--- config.mk ---
export PLATFORM = sky130hd
export DESIGN_NAME = dma_csr_bank
export DESIGN_NICKNAME = d
export VERILOG_FILES = /design/src/rtl/dma_csr_bank.sv
export SDC_FILE = /design/constraint.sdc
export NUM_CORES = 1
export LEC_CHECK = 0
export CAP_MARGIN = 20
export CORE_MARGIN = 3
export CORE_UTILIZATION = 45
export CTS_CLUSTER_SIZE = 25
export DETAILED_ROUTE_END_ITERATION = 8
export PLACE_DENSITY = 0.8
export SYNTH_ARGS = -nofsm -noshare
export SYNTH_HDL_FRONTEND = slang
export SYNTH_SLANG_ARGS = --single-unit
export TNS_END_PERCENT = 20
--- constraint.sdc ---
create_clock -name clk -period 1.8 [get_ports clk]
set_input_delay 0.18 -clock clk [delete_from_list [all_inputs] [get_ports clk]]
set_output_delay 0.18 -clock clk [all_outputs]
set_load 0.1 [all_outputs]
--- src/rtl/dma_csr_bank.sv ---
// Per-channel CONTROL/STATUS/DESC_PTR register bank behind an Avalon-style CSR slave.
// Adds a self-clearing GO pulse, W1C engine event bits and an aggregated registered interrupt.
module dma_csr_bank #(
  parameter int unsigned NUM_CH   = 4,
  parameter logic [31:0] DESC_RST = 32'h0,
  localparam int unsigned CH_AW   = (NUM_CH > 1) ? $clog2(NUM_CH) : 1
) (
  input  logic                   clk,
  input  logic                   reset_n,
  input  logic                   csr_wr_i,
  input  logic                   csr_rd_i,
  input  logic [CH_AW+3:0]       csr_addr_i,
  input  logic [31:0]            csr_wr_data_i,
  input  logic [3:0]             csr_be_i,
  output logic                   csr_wait_rq_o,
  output logic [31:0]            csr_rd_data_o,
  output logic [NUM_CH-1:0]      ch_go_o,
  output logic [NUM_CH*32-1:0]   ch_desc_ptr_o,
  input  logic [NUM_CH-1:0]      ch_busy_i,
  input  logic [NUM_CH-1:0]      ch_done_i,
  input  logic [NUM_CH-1:0]      ch_err_i,
  output logic                   irq_o
);

  typedef enum logic [1:0] {StIdle, StWrAck, StRdWait, StRdAck} state_e;

  state_e             state_q;
  logic [CH_AW+1:0]   addr_q;
  logic [31:0]        wdata_q;
  logic [3:0]         be_q;
  logic [31:0]        rd_data_q;
  logic               wait_q;

  logic [31:0]        ctrl_q [NUM_CH];
  logic [31:0]        desc_q [NUM_CH];
  logic [NUM_CH-1:0]  done_q, err_q, go_q;
  logic               irq_q;

  logic [CH_AW-1:0]   ch_sel;
  logic [1:0]         reg_sel;
  logic [31:0]        be_mask;
  logic [31:0]        rd_mux;
  logic [NUM_CH-1:0]  wr_hit, clr_done, clr_err, irq_src;
  logic               unused_addr;

  // Word offset bits only; the byte lane within a word is not decoded.
  assign unused_addr = ^csr_addr_i[1:0];

  always_comb begin
    ch_sel  = addr_q[CH_AW+1:2];
    reg_sel = addr_q[1:0];
    be_mask = {{8{be_q[3]}}, {8{be_q[2]}}, {8{be_q[1]}}, {8{be_q[0]}}};
    rd_mux  = '0;
    for (int unsigned n = 0; n < NUM_CH; n++) begin
      wr_hit[n]   = (state_q == StWrAck) && (32'(ch_sel) == n);
      clr_done[n] = wr_hit[n] && (reg_sel == 2'd1) && be_q[0] && wdata_q[1];
      clr_err[n]  = wr_hit[n] && (reg_sel == 2'd1) && be_q[0] && wdata_q[2];
      irq_src[n]  = ctrl_q[n][1] & (done_q[n] | err_q[n]);
      if (32'(ch_sel) == n) begin
        case (reg_sel)
          2'd0:    rd_mux = ctrl_q[n];
          2'd1:    rd_mux = {29'd0, err_q[n], done_q[n], ch_busy_i[n]};
          2'd2:    rd_mux = desc_q[n];
          default: rd_mux = '0;
        endcase
      end
    end
  end

  always_ff @(posedge clk or negedge reset_n) begin
    if (!reset_n) begin
      state_q   <= StIdle;
      wait_q    <= 1'b1;
      rd_data_q <= '0;
      addr_q    <= '0;
      wdata_q   <= '0;
      be_q      <= '0;
    end else begin
      case (state_q)
        StIdle: begin
          // A simultaneous read is dropped; the host re-issues it.
          if (csr_wr_i) begin
            addr_q  <= csr_addr_i[CH_AW+3:2];
            wdata_q <= csr_wr_data_i;
            be_q    <= csr_be_i;
            wait_q  <= 1'b0;
            state_q <= StWrAck;
          end else if (csr_rd_i) begin
            addr_q  <= csr_addr_i[CH_AW+3:2];
            state_q <= StRdWait;
          end
        end
        StWrAck: begin
          wait_q  <= 1'b1;
          state_q <= StIdle;
        end
        StRdWait: begin
          rd_data_q <= rd_mux;
          wait_q    <= 1'b0;
          state_q   <= StRdAck;
        end
        default: begin
          wait_q  <= 1'b1;
          state_q <= StIdle;
        end
      endcase
    end
  end

  always_ff @(posedge clk or negedge reset_n) begin
    if (!reset_n) begin
      for (int unsigned n = 0; n < NUM_CH; n++) begin
        ctrl_q[n] <= '0;
        desc_q[n] <= DESC_RST;
      end
      done_q <= '0;
      err_q  <= '0;
      go_q   <= '0;
      irq_q  <= 1'b0;
    end else begin
      go_q  <= '0;
      irq_q <= |irq_src;
      for (int unsigned n = 0; n < NUM_CH; n++) begin
        if (wr_hit[n] && reg_sel == 2'd0) begin
          // GO is not stored; it only launches a pulse when the engine is idle.
          ctrl_q[n] <= ((ctrl_q[n] & ~be_mask) | (wdata_q & be_mask)) & 32'hFFFF_FFFE;
          go_q[n]   <= be_q[0] & wdata_q[0] & ~ch_busy_i[n];
        end
        if (wr_hit[n] && reg_sel == 2'd2) begin
          desc_q[n] <= (desc_q[n] & ~be_mask) | (wdata_q & be_mask);
        end
        // Engine set pulse overrides a coincident clear.
        done_q[n] <= ch_done_i[n] | (done_q[n] & ~clr_done[n]);
        err_q[n]  <= ch_err_i[n] | (err_q[n] & ~clr_err[n]);
      end
    end
  end

  always_comb begin
    for (int unsigned n = 0; n < NUM_CH; n++) begin
      ch_desc_ptr_o[32*n +: 32] = desc_q[n];
    end
  end

  assign csr_wait_rq_o = wait_q;
  assign csr_rd_data_o = rd_data_q;
  assign ch_go_o       = go_q;
  assign irq_o         = irq_q;

endmodule

==> results.toml <==
[yosys]
ys_types = 50
synthesis.area_sq_mm = 0.0150
synth.avg_cell_area_sq_um = 13.4
ys_warn_count = 0
ys_seq_area_share_pct = 56.8
synth_nets = 1173
synthCells = 1115
synth.ff_latch_count = 340

[timing]
clock-skew-final_ns = 0.0185
final_max_slew_viol_count = 0
finalSetupViolCount = 184
setup_ws_ns = -0.125
worstMarginPinSlew_ns = 0.561
rsz0062_at_grt = "yes"
relSlewSlack_pct = 62.6
fmax_ghz = 0.519
fin_crit_sh_pct = 107
timing_hold_violations_final = 0
layout_min_cycle_time_ns = 1.92

[outcome]
violations = "negative setup slack"
status = "finished with violations"

[worst_setup_path]
crit_type = "reg -> reg"
cp-start-kind = "register"
path_delay_family = "simple AND/OR/NAND/NOR gates"
cp.arrival_ns = 2.33
critical_path_depth = 7
crit_required_ns = 2.20
critPathMaxStageDelay_ns = 0.42
crit_chain = "buf_6 -> nand4b_1 -> nor2_2 -> buf_4 -> nand2_2 -> buf_12 -> mux2_2"
ff2ff_setup_slack_ns = -0.12
crit_buf_inv = 3
slowest_stage = "dfrtp_1"
end_kind = "register"
crit_path_start = "state_q[1]"
worst-path-max-fanout = 8
ff2ff_path_depth = 7
reg2reg_from = "state_q[1]"

[cts]
clock-root-buffer = "clkbuf_16"
clk_pin_slew_ns = 0.06
h-tree-depth = 2
cts_tree = "done"
clk_path_buf_depth = 3
cts_buffers = 37
clk_latency_ns = 0.54
clock-sinks = 340

[run]
drv_cap = 0

[drt]
drtIter0Drc = 672
drc = 0
drtAntennaViolNets = 0
dr.pass1.iters = 5
via_per_inst = 5.67
wirelength_microns = 42800
vias = 10700
avgRoutedWirePerCell_microns = 22.7

[cells_and_area]
syn_to_final_growth_pct = 29.6
ff_latch_area_sq_mm = 0.00852
fillers = 2571
nNetsFinal = 1476
layout_commonest_cell = "dfrtp_1"
fin_cells = 1888
multi_input_area_sq_mm = 0.00631
layout.cells.most_common_list = "336 x dfrtp_1, 292 x mux2_2, 228 x buf_4"
antenna_cells = 0
drive_above_1_share_pct = 45.4

[global_routing]
grt.overflow.total = 0
grt_pass1_wl_microns = 66000
grt_max_degree = 66
grt_usage_pct = 23.9
antenna_found_initial = 1
grt_pass1_vias = 11100

[floorplanning]
core_sq_mm = 0.0327
die_w_microns = 188
pin_count = 224
rows = 66
fp.dieH_microns = 188
start_util_pct = 45.8
die_area_sq_mm = 0.0355

[placement]
place_inst = 1817
port_buffers = 221
hpwl_microns = 30000
gp_congestion = 0.901
place_ws_ns = -0.152

[min_path]
hp-class = "in -> async"
layer usage:
metal | GRT usage, % | vias up | wire length [microns]
li1 | - | 4700 | -
met1 | 32.4 | 5508 | 17900
met2 | 38.0 | 414 | 20000
met3 | 6.40 | 78 | 3670
met4 | 6.96 | 2 | 1160
met5 | 0 | - | 13
final timing paths:
path | to
worst max-delay path | register
min in group clk | wdata_q[27]
max in group asynchronous | wdata_q[19]
worst min-delay path | async pin
worst max register to register | register
worst min register to register | csr_rd_data_o[14]
worst reg2reg max path: cells and delay by family (launching register included):
family        cells  cell delay (ns)
flops             1             0.42
simple gates      3             0.63
buf+inv           3             0.47
mux               1             0.28
metrics by stage:
step	hold slack, ns	area (sq um)	TNS [ns]	util (%)
after floorplan	-0.116	15000	-0.225	-
after global placement	0.162	18100	-8.28	55.5
after detailed placement	0.164	18100	-14.23	55.5
after CTS	0.215	19400	-7.02	59.2
after global routing	0.243	19400	-19.27	59.4
final	0.214	19400	-11.13	59.4
what timing repair did:
item | 4_1_cts | 5_1_grt
endpoints found under the hold margin | 48 | 0
hold buffers | 1 | 0
pin swaps | 3 | 0
gates resized for setup | 19 | 33
endpoints found under the setup margin | 256 | 268
buffers inserted | 2 | 1
cells in the mapped netlist (all sizes together):
cell type	n	area share (%)
dfrtp	339	57
mux2	306	23
mux2i	94	6.3
o21ai	78	2.6
nand2	71	2.2
nor2	30	1.0
a21oi	28	0.94
buf	27	0.94
clkbuf	26	0.65
nand3	17	0.57
o22ai	17	0.71
a22oi	16	0.80
nand2b	12	0.50
nor2b	6	0.25
inv	5	0.13
a221o	4	0.27
nor4	4	0.17
a22o	3	0.18
a31oi	3	0.13
or3	3	0.13
mux4	2	0.30
nand4bb	2	0.15
nor3	2	0.10
o221ai	2	0.12
o32a	2	0.13
a211o	1	0.058
a211oi	1	0.050
a311oi	1	0.058
a31o	1	0.058
a32oi	1	0.058
and2	1	0.042
dfstp	1	0.18
nand4	1	0.042
nand4b	1	0.058
o2111ai	1	0.058
o211ai	1	0.050
o311ai	1	0.058
o31ai	1	0.050
o32ai	1	0.058
or2	1	0.042
or4b	1	0.092
cell type report:
class                      count  share of cell area [%]
clock buffer                  56                    5.44
clock inverter                11                   0.457
inverter                       5                  0.0966
multi-input combinational    717                    32.5
sequential                   340                    43.8
tap                          442                    2.85
timing repair buffer         317                    14.9
kinds of logic after synthesis:
kind of cell,synth area share [%]
muxes,29.7
DFF,56.8
AOI/OAI and AO/OA,6.43
and+or+nand+nor,5.33
buffers and inverters,1.71
Power is not shown: default switching activity piles up to over one toggle a cycle in this logic, so the estimate is an artifact.
